`src/rtl/fifo_stream_reader_pkg.sv`:
```
// Shared merger-tree definitions used by the FIFO read-side engine.
//   REC_W_DEFAULT : default record width
//   TERMINAL_REC  : the all-zero record that ends a sorted run
//   rd_state_e    : reader state encoding
package fifo_stream_reader_pkg;

  localparam int REC_W_DEFAULT = 128;

  localparam logic [REC_W_DEFAULT-1:0] TERMINAL_REC = '0;

  typedef enum logic [1:0] {
    RUN   = 2'd0,
    DRAIN = 2'd1,
    DONE  = 2'd2
  } rd_state_e;

endpackage

```
`src/rtl/stream_skid2.sv`:
```
// Two-entry (head + skid) data/last buffer.
//   i_clk, i_rst   : clock, async active-high reset
//   i_push, i_data, i_last : write one entry
//   i_pop          : retire the head entry
//   o_occ          : number of held entries (0..2)
//   o_data, o_last : head entry
module stream_skid2
  import fifo_stream_reader_pkg::*;
#(
  parameter int P_WIDTH = REC_W_DEFAULT
) (
  input  logic               i_clk,
  input  logic               i_rst,
  input  logic               i_push,
  input  logic [P_WIDTH-1:0] i_data,
  input  logic               i_last,
  input  logic               i_pop,
  output logic [1:0]         o_occ,
  output logic [P_WIDTH-1:0] o_data,
  output logic               o_last
);

  logic [P_WIDTH-1:0] head_data_q, head_data_d;
  logic [P_WIDTH-1:0] skid_data_q, skid_data_d;
  logic               head_last_q, head_last_d;
  logic               skid_last_q, skid_last_d;
  logic [1:0]         occ_q, occ_d;

  always_comb begin
    head_data_d = head_data_q;
    head_last_d = head_last_q;
    skid_data_d = skid_data_q;
    skid_last_d = skid_last_q;
    occ_d       = occ_q;
    unique case ({i_push, i_pop})
      2'b10: begin
        if (occ_q == 2'd0) begin
          head_data_d = i_data;
          head_last_d = i_last;
          occ_d       = 2'd1;
        end else if (occ_q == 2'd1) begin
          skid_data_d = i_data;
          skid_last_d = i_last;
          occ_d       = 2'd2;
        end
      end
      2'b01: begin
        if (occ_q == 2'd1) begin
          occ_d = 2'd0;
        end else if (occ_q == 2'd2) begin
          head_data_d = skid_data_q;
          head_last_d = skid_last_q;
          occ_d       = 2'd1;
        end
      end
      2'b11: begin
        // Full buffer never sees a push from the reader; the occ2 arm just
        // keeps the buffer coherent if a caller does it anyway.
        if (occ_q == 2'd2) begin
          head_data_d = skid_data_q;
          head_last_d = skid_last_q;
          skid_data_d = i_data;
          skid_last_d = i_last;
        end else begin
          head_data_d = i_data;
          head_last_d = i_last;
          occ_d       = 2'd1;
        end
      end
      default: ;
    endcase
  end

  always_ff @(posedge i_clk or posedge i_rst) begin
    if (i_rst) begin
      head_data_q <= '0;
      head_last_q <= 1'b0;
      skid_data_q <= '0;
      skid_last_q <= 1'b0;
      occ_q       <= 2'd0;
    end else begin
      head_data_q <= head_data_d;
      head_last_q <= head_last_d;
      skid_data_q <= skid_data_d;
      skid_last_q <= skid_last_d;
      occ_q       <= occ_d;
    end
  end

  assign o_occ  = occ_q;
  assign o_data = head_data_q;
  assign o_last = head_last_q;

endmodule

```
`src/rtl/fifo_stream_reader.sv`:
```
// Read-side engine for shift-register FIFOs: drains sorted records into a
// registered valid/ready stream, stops after the all-zero terminal record,
// reports completion and counts delivered non-terminal records.
//   i_clk, i_rst             : clock, async active-high reset
//   i_fifo_data/i_fifo_empty : FIFO head word and empty flag
//   o_fifo_deq               : pop request (takes effect at the clock edge)
//   o_data/o_valid/i_ready   : output stream
//   o_last                   : head is the terminal record
//   o_done                   : terminal record has been transferred
//   o_count                  : saturating count of non-terminal transfers
//   i_restart                : rearm after completion
module fifo_stream_reader
  import fifo_stream_reader_pkg::*;
#(
  parameter int P_WIDTH = REC_W_DEFAULT,
  parameter int P_CNT_W = 32
) (
  input  logic               i_clk,
  input  logic               i_rst,
  input  logic [P_WIDTH-1:0] i_fifo_data,
  input  logic               i_fifo_empty,
  output logic               o_fifo_deq,
  output logic [P_WIDTH-1:0] o_data,
  output logic               o_valid,
  input  logic               i_ready,
  output logic               o_last,
  output logic               o_done,
  output logic [P_CNT_W-1:0] o_count,
  input  logic               i_restart
);

  localparam logic [P_WIDTH-1:0] TERM_W  = P_WIDTH'(TERMINAL_REC);
  localparam logic [P_CNT_W-1:0] CNT_MAX = '1;

  rd_state_e          state_q, state_d;
  logic [P_CNT_W-1:0] count_q, count_d;
  logic [1:0]         occ;
  logic               head_last;
  logic               in_last;
  logic               xfer;

  // Pop depends only on registered state and the empty flag, so there is no
  // combinational path from i_ready back to the FIFO.
  assign o_fifo_deq = !i_rst && (state_q == RUN) && !i_fifo_empty && (occ != 2'd2);
  assign in_last    = (i_fifo_data == TERM_W);
  assign o_valid    = (occ != 2'd0) && (state_q != DONE);
  assign o_last     = o_valid && head_last;
  assign xfer       = o_valid && i_ready;
  assign o_done     = (state_q == DONE);
  assign o_count    = count_q;

  stream_skid2 #(.P_WIDTH(P_WIDTH)) u_buf (
    .i_clk  (i_clk),
    .i_rst  (i_rst),
    .i_push (o_fifo_deq),
    .i_data (i_fifo_data),
    .i_last (in_last),
    .i_pop  (xfer),
    .o_occ  (occ),
    .o_data (o_data),
    .o_last (head_last)
  );

  always_comb begin
    state_d = state_q;
    count_d = count_q;
    unique case (state_q)
      RUN:   if (o_fifo_deq && in_last) state_d = DRAIN;
      DRAIN: if (xfer && o_last)        state_d = DONE;
      DONE: begin
        if (i_restart) begin
          state_d = RUN;
          count_d = '0;
        end
      end
      default: state_d = RUN;
    endcase
    if (xfer && !o_last && (count_q != CNT_MAX)) count_d = count_q + 1'b1;
  end

  always_ff @(posedge i_clk or posedge i_rst) begin
    if (i_rst) begin
      state_q <= RUN;
      count_q <= '0;
    end else begin
      state_q <= state_d;
      count_q <= count_d;
    end
  end

endmodule

```
`config.mk`:
```
export PLATFORM = sky130hd
export DESIGN_NAME = fifo_stream_reader
export DESIGN_NICKNAME = d
export VERILOG_FILES = /design/src/rtl/fifo_stream_reader_pkg.sv /design/src/rtl/stream_skid2.sv /design/src/rtl/fifo_stream_reader.sv
export SDC_FILE = /design/constraint.sdc
export NUM_CORES = 1
export LEC_CHECK = 0
export BUFFER_PORTS_ARGS = -buffer_cell sky130_fd_sc_hd__clkbuf_2
export CAP_MARGIN = 20
export CORE_MARGIN = 1.5
export CORE_UTILIZATION = 50
export DETAILED_ROUTE_END_ITERATION = 10
export PLACE_DENSITY_LB_ADDON = 0.05
export SLEW_MARGIN = 20
export SYNTH_ARGS = -nofsm -noshare
export SYNTH_HDL_FRONTEND = slang
export SYNTH_SLANG_ARGS = --single-unit
export TNS_END_PERCENT = 20
```
`constraint.sdc`:
```
create_clock -name i_clk -period 23.6 [get_ports i_clk]
set_input_delay 0 -clock i_clk [delete_from_list [all_inputs] [get_ports i_clk]]
set_output_delay 0 -clock i_clk [all_outputs]
set_load 0.1 [all_outputs]
```
==> metrics.cfg <==
[floorplanning]
ios=297
core_area_sq_um=25400
rows=58
dieArea_sq_um=27000
start_util_pct=51.3
dieWidth_um=164
die_y_um=164

[setup_path]
critPathKind=reg2reg
startpoint_type=flip-flop
required_ns=24.07
worstPathMaxFanout=87
critPathCaptureType=flip-flop
cp.arrival_ns=3.85

[sta]
hold_viol=0
period_share_pct=14.3
hold_ws_ns=0.0323
period_needed_ns=3.39
fin_skew_ns=0.00947
setup_violations=0
rsz0062_at_grt=false
drv_slew=0
tightest_slew_ns=1.08
fmax_ghz=0.295
timing.setup.tns_ns=0
maxSlewHeadroom_pct=28.0

[global_route]
first_global_vias=10792
grt_usage_pct=27.2
antenna_found_initial=0
grt_pass1_wl_mm=57.9
grt.overflow.total=0
grt_max_degree=259

[clock_tree]
cts_setup_buffers=0
root_buffer=clkbuf_16
cts_resized=0
cts_buffers=31
clk_latency_ns=0.56
clk_pin_slew_ns=0.06
cts_max_level=1
clkSinkCount=294
clk_path_buf_depth=3
cts_tree=yes

[route]
drt_iter0_markers=837
vias=11124
routedWlPerCell_um=18.4
routed_wl_mm=36.9
drc=0
drtPass1Iterations=5
postRouteAntennaNets=0
via_per_inst=5.54

[placed_design]
port_buffers=296
hpwl_mm=23.3
gp_congestion=0.824

[synth]
synthArstFlopShare_pct=100
ys_types=54
synth_fp_nets=1402
synth.ff_latch_count=294
ys.flop_type=dfrtp_1
postSynthAreaPerCell_sq_um=10.3
seq_area_frac_synth_pct=56.4
synth_edf_count=0
ys_warn_count=0
netlist_area_sq_um=13000
synth_cells=1268

[layout]
areaGrowthSynthToFinish_pct=31.1
regArea_sq_um=7360
drive_above_1_share_pct=30.0
multi_input_area_sq_um=5300
nets=1789
fillers=2093

[status]
outcome=complete, no violations

[job]
cap_viol_max_count=0

[min_path]
min_path_type=in2reg

-- Yosys cell counts, types with 11 or more instances --
| master | number | area share, % |
|---|---|---|
| a31oi_1 | 151 | 7.2 |
| and4_1 | 13 | 0.87 |
| buf_2 | 28 | 1.1 |
| clkbuf_1 | 43 | 1.2 |
| dfrtp_1 | 294 | 56 |
| inv_1 | 11 | 0.32 |
| mux2_2 | 129 | 11 |
| nand2_1 | 267 | 7.7 |
| nand3_1 | 21 | 0.81 |
| nand4_1 | 19 | 0.91 |
| nor2_1 | 146 | 4.2 |
| nor4_1 | 40 | 1.9 |
-- flip-flops by register name, indices dropped and copies added, names as in the netlist --
name               count
u_buf.o_last           1
u_buf.skid_data_q    128
state_q                2
u_buf.o_data         128
o_count               32
u_buf.skid_last_q      1
u_buf.o_occ            2
-- worst paths after layout --
check / start / endpoint / slack (ns) / depth (start not counted)
max: u_buf.o_occ[1] / u_buf.o_data[82] / 20.21 / 6
min in group asynchronous: i_rst / u_buf.o_data[110] / 0.25 / 3
max in group asynchronous: i_rst / u_buf.o_data[111] / 21.97 / 4
max reg2reg: u_buf.o_occ[1] / u_buf.o_data[82] / 20.21 / 6
min: i_ready / u_buf.o_occ[1] / 0.03 / 3
min reg2reg: u_buf.skid_data_q[45] / u_buf.skid_data_q[45] / 0.51 / 1
-- area by class of cell --
| type | instances | area share (%) |
|---|---|---|
| clock buffers | 43 | 5.21 |
| well taps | 330 | 2.42 |
| flip-flops and latches | 294 | 43.1 |
| inverters | 12 | 0.337 |
| clock inverters | 11 | 0.945 |
| repair buffers | 437 | 17.0 |
| diodes | 1 | 0.0146 |
| multi-input cells | 879 | 31.0 |
-- cell families (layout without fill, tap and decap cells) --
kind of cell,count (synthesis),in the layout,synth area share [%]
AND/OR/NAND/NOR,545,545,18.7
flip-flops,294,294,56.4
AO/OA/AOI/OAI,200,200,10.1
multiplexers,131,131,11.3
buffers and inverters,95,503,3.19
XOR/XNOR,2,2,0.134
adder cells (fa/ha/maj),1,1,0.0960
other,0,1,0
-- metrics by stage --
| step | setup slack, ns | util (%) | cell area (sq um) | cells |
|---|---|---|---|---|
| 2_1_floorplan | 15.48 | - | 13000 | 1268 |
| 3_3_place_gp | 20.40 | 57.8 | 14700 | 1819 |
| 3_5_place_dp | 20.33 | 57.8 | 14700 | 1819 |
| 4_1_cts | 20.28 | 67.1 | 17100 | 2005 |
| 5_1_grt | 20.05 | 67.3 | 17100 | 2006 |
| 6_report | 20.21 | 67.3 | 17100 | 2007 |
-- routing by layer --
metal | GRT usage, % | part of all wire [%] | vias up | routed length [um]
met2 | 44.8 | 47 | 353 | 17500
met4 | 8.11 | 2.8 | 0 | 1040
met3 | 6.38 | 7.0 | 67 | 2590
li1 | - | - | 5303 | -
met1 | 35.9 | 43 | 5401 | 15900
met5 | 0 | 0 | - | 0
-- critical path, cell delays in order (launching register included) --
cell and delay [ns]:
dfrtp_1 0.51, or2_2 0.19, nand3_1 0.30, nor2_4 0.91, buf_4 0.92, nand2_1 0.15
a31oi_1 0.24
-- repair_timing --
| item | CTS | global route |
|---|---|---|
| hold buffers | 132 | 0 |
| endpoints found under the hold margin | 410 | 0 |
| endpoints found under the setup margin | 0 | 0 |
-- cells in the final DEF (no fill, tap or decap), types with 4 or more instances in the layout --
master	count
clkbuf_2	296
dfrtp_1	294
nand2_1	267
a31oi_1	151
nor2_1	143
dlygate4sd3_1	132
mux2_2	129
nor4_1	40
clkbuf_16	31
nand3_1	20
nand4_1	19
and4_1	13
inv_1	10
o21ai_0	9
or3_1	8
or4_1	7
clkbuf_8	7
buf_4	7
a21o_1	6
clkbuf_1	5
clkinv_2	5
and3_1	4
nor3_1	4
o211ai_1	4
bufinv_16	4
Power is left out: the tool's default activity adds up to more than one toggle a clock period on the data nets, which glitch-free logic cannot reach.
